File: config.mk
export PLATFORM = sky130hd
export DESIGN_NAME = host_bus_cmd_master
export DESIGN_NICKNAME = d
export VERILOG_FILES = /design/src/rtl/host_bus_cmd_master.sv
export SDC_FILE = /design/constraint.sdc
export NUM_CORES = 1
export LEC_CHECK = 0
export CORE_MARGIN = 2
export CORE_UTILIZATION = 30
export CTS_BUF_LIST = sky130_fd_sc_hd__clkbuf_4 sky130_fd_sc_hd__clkbuf_8 sky130_fd_sc_hd__clkbuf_16
export DETAILED_ROUTE_END_ITERATION = 12
export GPL_TIMING_DRIVEN = 0
export PLACE_DENSITY = 0.65
export SYNTH_ARGS = -nofsm -noshare
export SYNTH_HDL_FRONTEND = slang
export SYNTH_SLANG_ARGS = --single-unit
File: constraint.sdc
create_clock -name sys_clk -period 2.1 [get_ports sys_clk]
set_clock_uncertainty 0.15 [all_clocks]
set_input_delay 0.525 -clock sys_clk [delete_from_list [all_inputs] [get_ports sys_clk]]
set_output_delay 0.525 -clock sys_clk [all_outputs]
set_load 0.02 [all_outputs]
File: src/rtl/host_bus_cmd_master.sv
// Byte-stream command channel to 32-bit host bus master: one read/write per command frame.
// Optional host_ready watchdog enabled by defining HBM_TIMEOUT_EN.
module host_bus_cmd_master #(
  parameter int unsigned TIMEOUT_CYCLES = 256
) (
  input  logic        sys_clk,
  input  logic        rst,
  input  logic        cmd_valid,
  output logic        cmd_ready,
  input  logic [7:0]  cmd_data,
  output logic        rsp_valid,
  input  logic        rsp_ready,
  output logic [7:0]  rsp_data,
  output logic        host_valid,
  input  logic        host_ready,
  output logic [31:0] host_addr,
  output logic [31:0] host_wdata,
  output logic [3:0]  host_wstrb,
  input  logic [31:0] host_rdata,
  output logic        busy
);

  localparam logic [7:0] OP_WRITE = 8'h01;
  localparam logic [7:0] OP_READ  = 8'h02;
  localparam logic [7:0] RSP_OK   = 8'hA5;
  localparam logic [7:0] RSP_ERR  = 8'hEE;
`ifdef HBM_TIMEOUT_EN
  localparam logic [7:0] RSP_TMO  = 8'hE0;
  localparam int unsigned WAIT_W  = $clog2(TIMEOUT_CYCLES + 1);
`endif

  typedef enum logic [2:0] {
    S_IDLE, S_GET_STRB, S_GET_ADDR, S_GET_DATA, S_BUS, S_RSP_STAT, S_RSP_DATA
  } state_t;

  typedef struct packed {
    logic [31:0] addr;
    logic [31:0] wdata;
    logic [3:0]  wstrb;
  } host_req_t;

  state_t      state, state_next;
  logic [1:0]  cnt, cnt_next;
  logic        is_write, is_write_next;
  host_req_t   req_q, req_next;
  logic [31:0] rdata_q, rdata_next;
  logic        rsp_valid_next, host_valid_next, cmd_ready_next, busy_next;
  logic [7:0]  rsp_data_next;
  logic        cmd_fire, rsp_fire;
`ifdef HBM_TIMEOUT_EN
  logic [WAIT_W-1:0] wait_cnt, wait_next;
`endif

  assign cmd_fire   = cmd_valid & cmd_ready;
  assign rsp_fire   = rsp_valid & rsp_ready;
  assign host_addr  = req_q.addr;
  assign host_wdata = req_q.wdata;
  assign host_wstrb = req_q.wstrb;

  // Next-state, datapath and registered-output next values
  always_comb begin
    state_next      = state;
    cnt_next        = cnt;
    is_write_next   = is_write;
    req_next        = req_q;
    rdata_next      = rdata_q;
    rsp_valid_next  = rsp_valid;
    rsp_data_next   = rsp_data;
    host_valid_next = host_valid;
`ifdef HBM_TIMEOUT_EN
    wait_next       = wait_cnt;
`endif
    case (state)
      S_IDLE: begin
        if (cmd_fire) begin
          if (cmd_data == OP_WRITE) begin
            is_write_next = 1'b1;
            state_next    = S_GET_STRB;
          end else if (cmd_data == OP_READ) begin
            is_write_next  = 1'b0;
            req_next.wstrb = 4'h0;
            state_next     = S_GET_ADDR;
          end else begin
            rsp_valid_next = 1'b1;
            rsp_data_next  = RSP_ERR;
            state_next     = S_RSP_STAT;
          end
        end
      end
      S_GET_STRB: begin
        if (cmd_fire) begin
          req_next.wstrb = cmd_data[3:0];
          state_next     = S_GET_ADDR;
        end
      end
      S_GET_ADDR: begin
        if (cmd_fire) begin
          req_next.addr[{cnt, 3'b000} +: 8] = cmd_data;
          req_next.addr[1:0] = 2'b00;
          cnt_next = cnt + 2'd1;
          if (cnt == 2'd3) begin
            if (is_write) begin
              state_next = S_GET_DATA;
            end else begin
              host_valid_next = 1'b1;
              state_next      = S_BUS;
            end
          end
        end
      end
      S_GET_DATA: begin
        if (cmd_fire) begin
          req_next.wdata[{cnt, 3'b000} +: 8] = cmd_data;
          cnt_next = cnt + 2'd1;
          // A zero strobe would look like a read on the bus, so reject it after the full frame
          if (cnt == 2'd3) begin
            if (req_q.wstrb == 4'h0) begin
              rsp_valid_next = 1'b1;
              rsp_data_next  = RSP_ERR;
              state_next     = S_RSP_STAT;
            end else begin
              host_valid_next = 1'b1;
              state_next      = S_BUS;
            end
          end
        end
      end
      S_BUS: begin
        if (host_ready) begin
          rdata_next      = host_rdata;
          host_valid_next = 1'b0;
          rsp_valid_next  = 1'b1;
          rsp_data_next   = RSP_OK;
          state_next      = S_RSP_STAT;
        end
`ifdef HBM_TIMEOUT_EN
        else if (wait_cnt == WAIT_W'(TIMEOUT_CYCLES - 1)) begin
          host_valid_next = 1'b0;
          rsp_valid_next  = 1'b1;
          rsp_data_next   = RSP_TMO;
          state_next      = S_RSP_STAT;
        end else begin
          wait_next = wait_cnt + WAIT_W'(1);
        end
`endif
      end
      S_RSP_STAT: begin
        if (rsp_fire) begin
          rsp_valid_next = 1'b0;
          state_next = (!is_write && rsp_data == RSP_OK) ? S_RSP_DATA : S_IDLE;
        end
      end
      S_RSP_DATA: begin
        // Each data byte is presented one cycle after the previous one was taken
        if (rsp_fire) begin
          rsp_valid_next = 1'b0;
          cnt_next       = cnt + 2'd1;
          if (cnt == 2'd3) state_next = S_IDLE;
        end else if (!rsp_valid) begin
          rsp_valid_next = 1'b1;
          rsp_data_next  = rdata_q[{cnt, 3'b000} +: 8];
        end
      end
      default: state_next = S_IDLE;
    endcase
    if (state_next != state) cnt_next = 2'd0;
`ifdef HBM_TIMEOUT_EN
    if (state_next == S_BUS && state != S_BUS) wait_next = '0;
`endif
    cmd_ready_next = (state_next == S_IDLE) || (state_next == S_GET_STRB) ||
                     (state_next == S_GET_ADDR) || (state_next == S_GET_DATA);
    busy_next      = (state_next != S_IDLE);
  end

  // State and output registers
  always_ff @(posedge sys_clk) begin
    if (rst) begin
      state      <= S_IDLE;
      cnt        <= 2'd0;
      is_write   <= 1'b0;
      req_q      <= '0;
      rdata_q    <= 32'h0;
      rsp_valid  <= 1'b0;
      rsp_data   <= 8'h00;
      host_valid <= 1'b0;
      cmd_ready  <= 1'b1;
      busy       <= 1'b0;
`ifdef HBM_TIMEOUT_EN
      wait_cnt   <= '0;
`endif
    end else begin
      state      <= state_next;
      cnt        <= cnt_next;
      is_write   <= is_write_next;
      req_q      <= req_next;
      rdata_q    <= rdata_next;
      rsp_valid  <= rsp_valid_next;
      rsp_data   <= rsp_data_next;
      host_valid <= host_valid_next;
      cmd_ready  <= cmd_ready_next;
      busy       <= busy_next;
`ifdef HBM_TIMEOUT_EN
      wait_cnt   <= wait_next;
`endif
    end
  end

endmodule

Yosys cells after proc, flatten, opt, wreduce, memory -nomap -nowiden --
Index checks and enable logic that the tools add are counted.
Storage, ports and cells: register bits 116, logic and storage cells 133, input port bits 45
Cells by class: add/sub/neg operators 2, bitwise operators 2, mux-type cells 56, shift operators 3, equal/unequal tests 32, reductions and logical operators 26
Operators by type and width (count):
- 8-bit 2-to-1 mux | 9
- 32-bit bitwise mux | 2
- 3-bit 2-to-1 mux | 14
- 2-bit != test, second input constant | 17
- 8-bit one-hot mux with 4 select lines | 1
- 8-bit by 7-bit variable shift with 32-bit output, first input constant | 1
- 32-bit by 6-bit variable part select with 8-bit output | 1
- 8-bit by 7-bit variable part select with 32-bit output | 1
- 3-bit one-hot mux with 7 select lines | 1
- 1-bit 2-to-1 mux | 19
- 4-bit 2-to-1 mux | 4
- 3-bit by 2-bit == test with 1-bit output, second input constant | 4
- 10-bit AND reduction | 1
- 3-bit == test, second input constant | 3
- 9-bit AND reduction | 1
- 8-bit by 1-bit == test with 1-bit output, second input constant | 1
- 8-bit by 2-bit == test with 1-bit output, second input constant | 1
- 8-bit == test, second input constant | 1
- 4-bit one-hot mux with 2 select lines | 1
- 8-bit AND reduction | 1
- 5-bit negator with 7-bit output | 1
- 3-bit by 1-bit == test with 1-bit output, second input constant | 2
- 3-bit zero test | 2
- 2-bit AND reduction | 3
- 20 further kinds | 29

Depth between registers and ports, before layout --
word-level depth 9, depth in mapped cells 8

Least setup slack after synthesis --
Ideal clock, no wire load.
path type reg2reg, start reg cnt[0], end reg req_q (netlist bit host_wdata[18]), period minus slack after synthesis 2.327 ns, setup time 0.070 ns, setup slack -0.227 ns, buffers on the path 3, stages on the path, launching flop included 9, arrival 2.107 ns, cell sequence dfxtp_1 buf_4 inv_1 ha_1 clkbuf_1 nor3b_1 clkbuf_1 nand3_1 a21oi_1
Between the ends: longest elaborated chain between the ends 3, elaborated cells between the ends (all ways) 4, classes of those cells 1 x add/sub; 2 x shift; 1 x mux
RTL lines:
- start: declaration | RTL line 43 | logic [1:0] cnt, cnt_next;
- start signal: assignment | RTL line 193 | cnt <= cnt_next;
- 5-bit negator with 7-bit output * | RTL line 113 | req_next.wdata[{cnt, 3'b000} +: 8] = cmd_data;
- 8-bit by 7-bit variable part select with 32-bit output or 8-bit by 7-bit variable shift with 32-bit output (tied branches) | RTL line 113
- 32-bit bitwise mux * | RTL line 113
- end signal: assignment | RTL line 195 | req_q <= req_next;
- end: declaration | RTL line 45 | host_req_t req_q, req_next;
Every way passes the cells marked *; elsewhere a longest branch is shown, timed or not. A chain may end at the register's enable or synchronous reset.

Worst setup path in the final report --
start reg req_q (netlist bit host_wstrb[2]), end reg rsp_data[4]
Between the ends: longest elaborated chain between the ends 3
RTL lines:
- 4-bit zero test | RTL line 117 | if (req_q.wstrb == 4'h0) begin
- 2-bit != test (no source line)
- 10-bit AND reduction (no source line)
- end signal: assignment | RTL line 198 | rsp_data <= rsp_data_next;
- end: declaration | RTL line 13 | output logic [7:0] rsp_data,
Every way passes these cells.

==> impl_metrics.tcl <==
set metrics [dict create \
    total_power_mw 7.50 \
    r2r-start "host_wstrb[2]$_SDFFE_PP0P_" \
    synth-main-ff-cell "dfxtp_1" \
    synth_cell_types 54 \
    rsz0062_at_grt "true" \
    status "complete, but fails checks" \
    syn_area_sq_um 4950 \
    layout.nets 787 \
    root_buffer "clkbuf_16" \
    fp.dieW_microns 132 \
    multiInputGateArea_sq_um 2550 \
    fmax_mhz 473 \
    finalCritPeriodShare_pct 101 \
    synthDominantCellAreaShare_pct 47.0 \
    vias_per_cell 5.05 \
    ys_seq_elements 116 \
    critPathLaunch "host_wstrb[2]$_SDFFE_PP0P_" \
    slew_viol_final 0 \
    vias 4883 \
    end_kind "flip-flop" \
    r2r_slack_ns -0.01 \
    p_leak_nw 2.68 \
    ant_nets 0 \
    synthArstFlopShare_pct 0 \
    tightest_slew_ns 0.692 \
    rr_endpoint "rsp_data[4]$_SDFFE_PP0P_" \
    hold_depth 2 \
    die_y_microns 132 \
    hold_buffers 0 \
    dp.cells 932 \
    hold_viol 0 \
    worstPathArrival_ns 2.30 \
    regArea_sq_um 2330 \
    n_fill_cell 1649 \
    ios 125 \
    postPlaceCellArea_sq_um 6400 \
    drcViolationCount 0 \
    h-tree-depth 4 \
    layout_commonest_cell "nand2_1" \
    max_slew_margin_pct 53.9 \
    drt-initial-drc-count 358 \
    yosys-top-cells-area "dfxtp_1 47%, a21oi_1 9.7%, nand2_1 9.6%, nand3_1 5.8%, mux4_2 3.6%" \
    irDropWorstVdd_uv 655 \
    min-delay-start "rdata_q[14]$_SDFFE_PP0P_" \
    ys_seq_area_share_pct 47.0 \
    cts_buffers 17 \
    synth_cells 600 \
    dr.pass1.iters 5 \
    cellPowerDensity_nw_per_um2 1030 \
    fp.coreArea_sq_um 16000 \
    final_cell_mix "126 x nand2_1, 113 x dfxtp_1, 96 x a21oi_1, 95 x clkdlybuf4s50_1, 57 x nand3_1" \
    drive_gt1_share_pct 14.1 \
    layout.cells.non_filler 966 \
    path_max_fanout 5 \
    setup_tns_ns -0.0142 \
    hp-class "flip-flop to flip-flop" \
    clk_latency_ns 0.41 \
    final_area_sq_um 7250 \
    synth_area_leader_cell "dfxtp_1" \
    synth_edf_count 0 \
    routed_wl_microns 16300 \
    cts.clk_slew.worst_paths_ns 0.06 \
    postSynthAreaPerCell_sq_um 8.24 \
    tritoncts "yes" \
    grt_pass1_vias 4994 \
    track_usage_pct 18.7 \
    yosysWarnings 0 \
    grt_overflow 0 \
    cts.sinks 116 \
    r2r_cells 5 \
    failed_checks "negative setup slack" \
    start_util_pct 30.9 \
    dieArea_sq_um 17500 \
    setup_violations 1 \
    grt_first_pass_wirelength_microns 26000 \
    hold_end "rdata_q[14]$_SDFFE_PP0P_" \
    required_ns 2.29 \
    antenna_found_initial 0 \
    cts_buffer_depth 2 \
    worst_slack_ns -0.0142 \
    std_cell_rows 46 \
    syn_to_final_growth_pct 46.7 \
    portBuffers 115 \
    max-cap-violations 0 \
    start_kind "flip-flop" \
    globalplace.congestion 0.910 \
    avgRoutedWirePerCell_microns 16.9 \
    timing.final.crit_period_ns 2.11 \
    antenna_cells 0 \
    critPathKind "flip-flop to flip-flop" \
    dp_hpwl_microns 11200 \
    grt_max_degree 17 \
]
-- layer usage --
layer  vias up  routed length (microns)  GRT usage (%)
met1      2289                     7150           23.3
met4         0                      345           7.23
li1       2388                        -              -
met3        31                      878           4.77
met2       175                     7910           31.2
met5         -                        0              0
-- per-stage QoR --
step	utilization (%)	setup WS [ns]	hold slack [ns]
global route	45.3	-0.0754	0.323
floorplan	-	-0.0508	0.283
detailed placement	40.0	-0.821	0.297
finish	45.3	-0.0142	0.302
global placement	40.0	-0.832	0.291
CTS	44.9	-0.00723	0.304
-- flip-flops by register name, summed over array words and instances (netlist names), 2 cells and up --
signal	count
host_wdata	32
rdata_q	32
host_addr	30
rsp_data	8
host_wstrb	4
state	3
cnt	2
-- Yosys cell counts, types with 2 or more instances --
master and instances:
nand2_1 126, dfxtp_1 116, a21oi_1 96, nand3_1 57
clkbuf_1 36, nor2_1 29, a22oi_1 18, nor3_1 13
o21ai_0 9, mux4_2 8, buf_2 7, buf_4 7
and2_1 6, and3_1 5, ha_1 5, nand2b_1 5
or3_1 5, inv_1 4, nor4_1 4, a2111oi_0 3
a311oi_1 2, a31oi_1 2, a41oi_1 2, and4b_1 2
nor2b_1 2, nor3b_1 2, or2_2 2
-- layout make-up --
type	count	share of cell area (%)
Clock buffer	25	7.21
Inverter	4	0.259
Clock inverter	7	1.29
Timing Repair Buffer	122	16.9
Sequential cell	116	32.1
Multi-Input combinational cell	431	35.1
Buffer	45	3.41
Tap cell	216	3.73
-- how the worst max path moves through the flow --
stage                                  endpoint  slack [ns]  cells past startpoint
floorplan           host_wdata[21]$_SDFFE_PP0P_       -0.05                      8
global placement            cnt[0]$_SDFFE_PP0P_       -0.83                      6
detailed placement   host_wdata[4]$_SDFFE_PP0P_       -0.82                      6
CTS                    rsp_data[4]$_SDFFE_PP0P_      -0.007                      5
global route           rsp_data[4]$_SDFFE_PP0P_       -0.08                      5
finish                 rsp_data[4]$_SDFFE_PP0P_       -0.01                      5
-- critical path, cell delays in order (launching register included) --
cell	delay [ns]
dfxtp_2	0.32
or4_4	0.56
nor3_4	0.27
o22ai_4	0.13
or4b_1	0.48
a21oi_1	0.13
-- logic make-up (layout without fill, tap and decap cells) --
kind of cell    after synthesis  count (layout)  share of synthesized area [%]
compound gates              140             141                           16.4
xor+xnor                      2               2                          0.354
fa+ha+maj                     5               5                           1.26
buf+inv                      55             203                           4.91
flops                       116             116                           47.0
mux                           9               9                           3.85
other cells                   1               2                         0.0758
simple gates                272             272                           26.2
-- timing repair --
action | 4_1_cts | 5_1_grt
gates resized for setup | 35 | 37
setup buffers | 7 | 0
endpoints found under the setup margin | 93 | 105
gates cloned | 1 | 0
pin swaps | 8 | 4
-- report_power, final --
part	switching [mW]	total [mW]	internal, mW	leakage [nW]
Combinational	1.12	1.94	0.819	1.43
Sequential	0.171	2.58	2.41	0.940
Clock	1.02	2.98	1.96	0.302
Note: power is estimated with default switching activity, not from simulation.
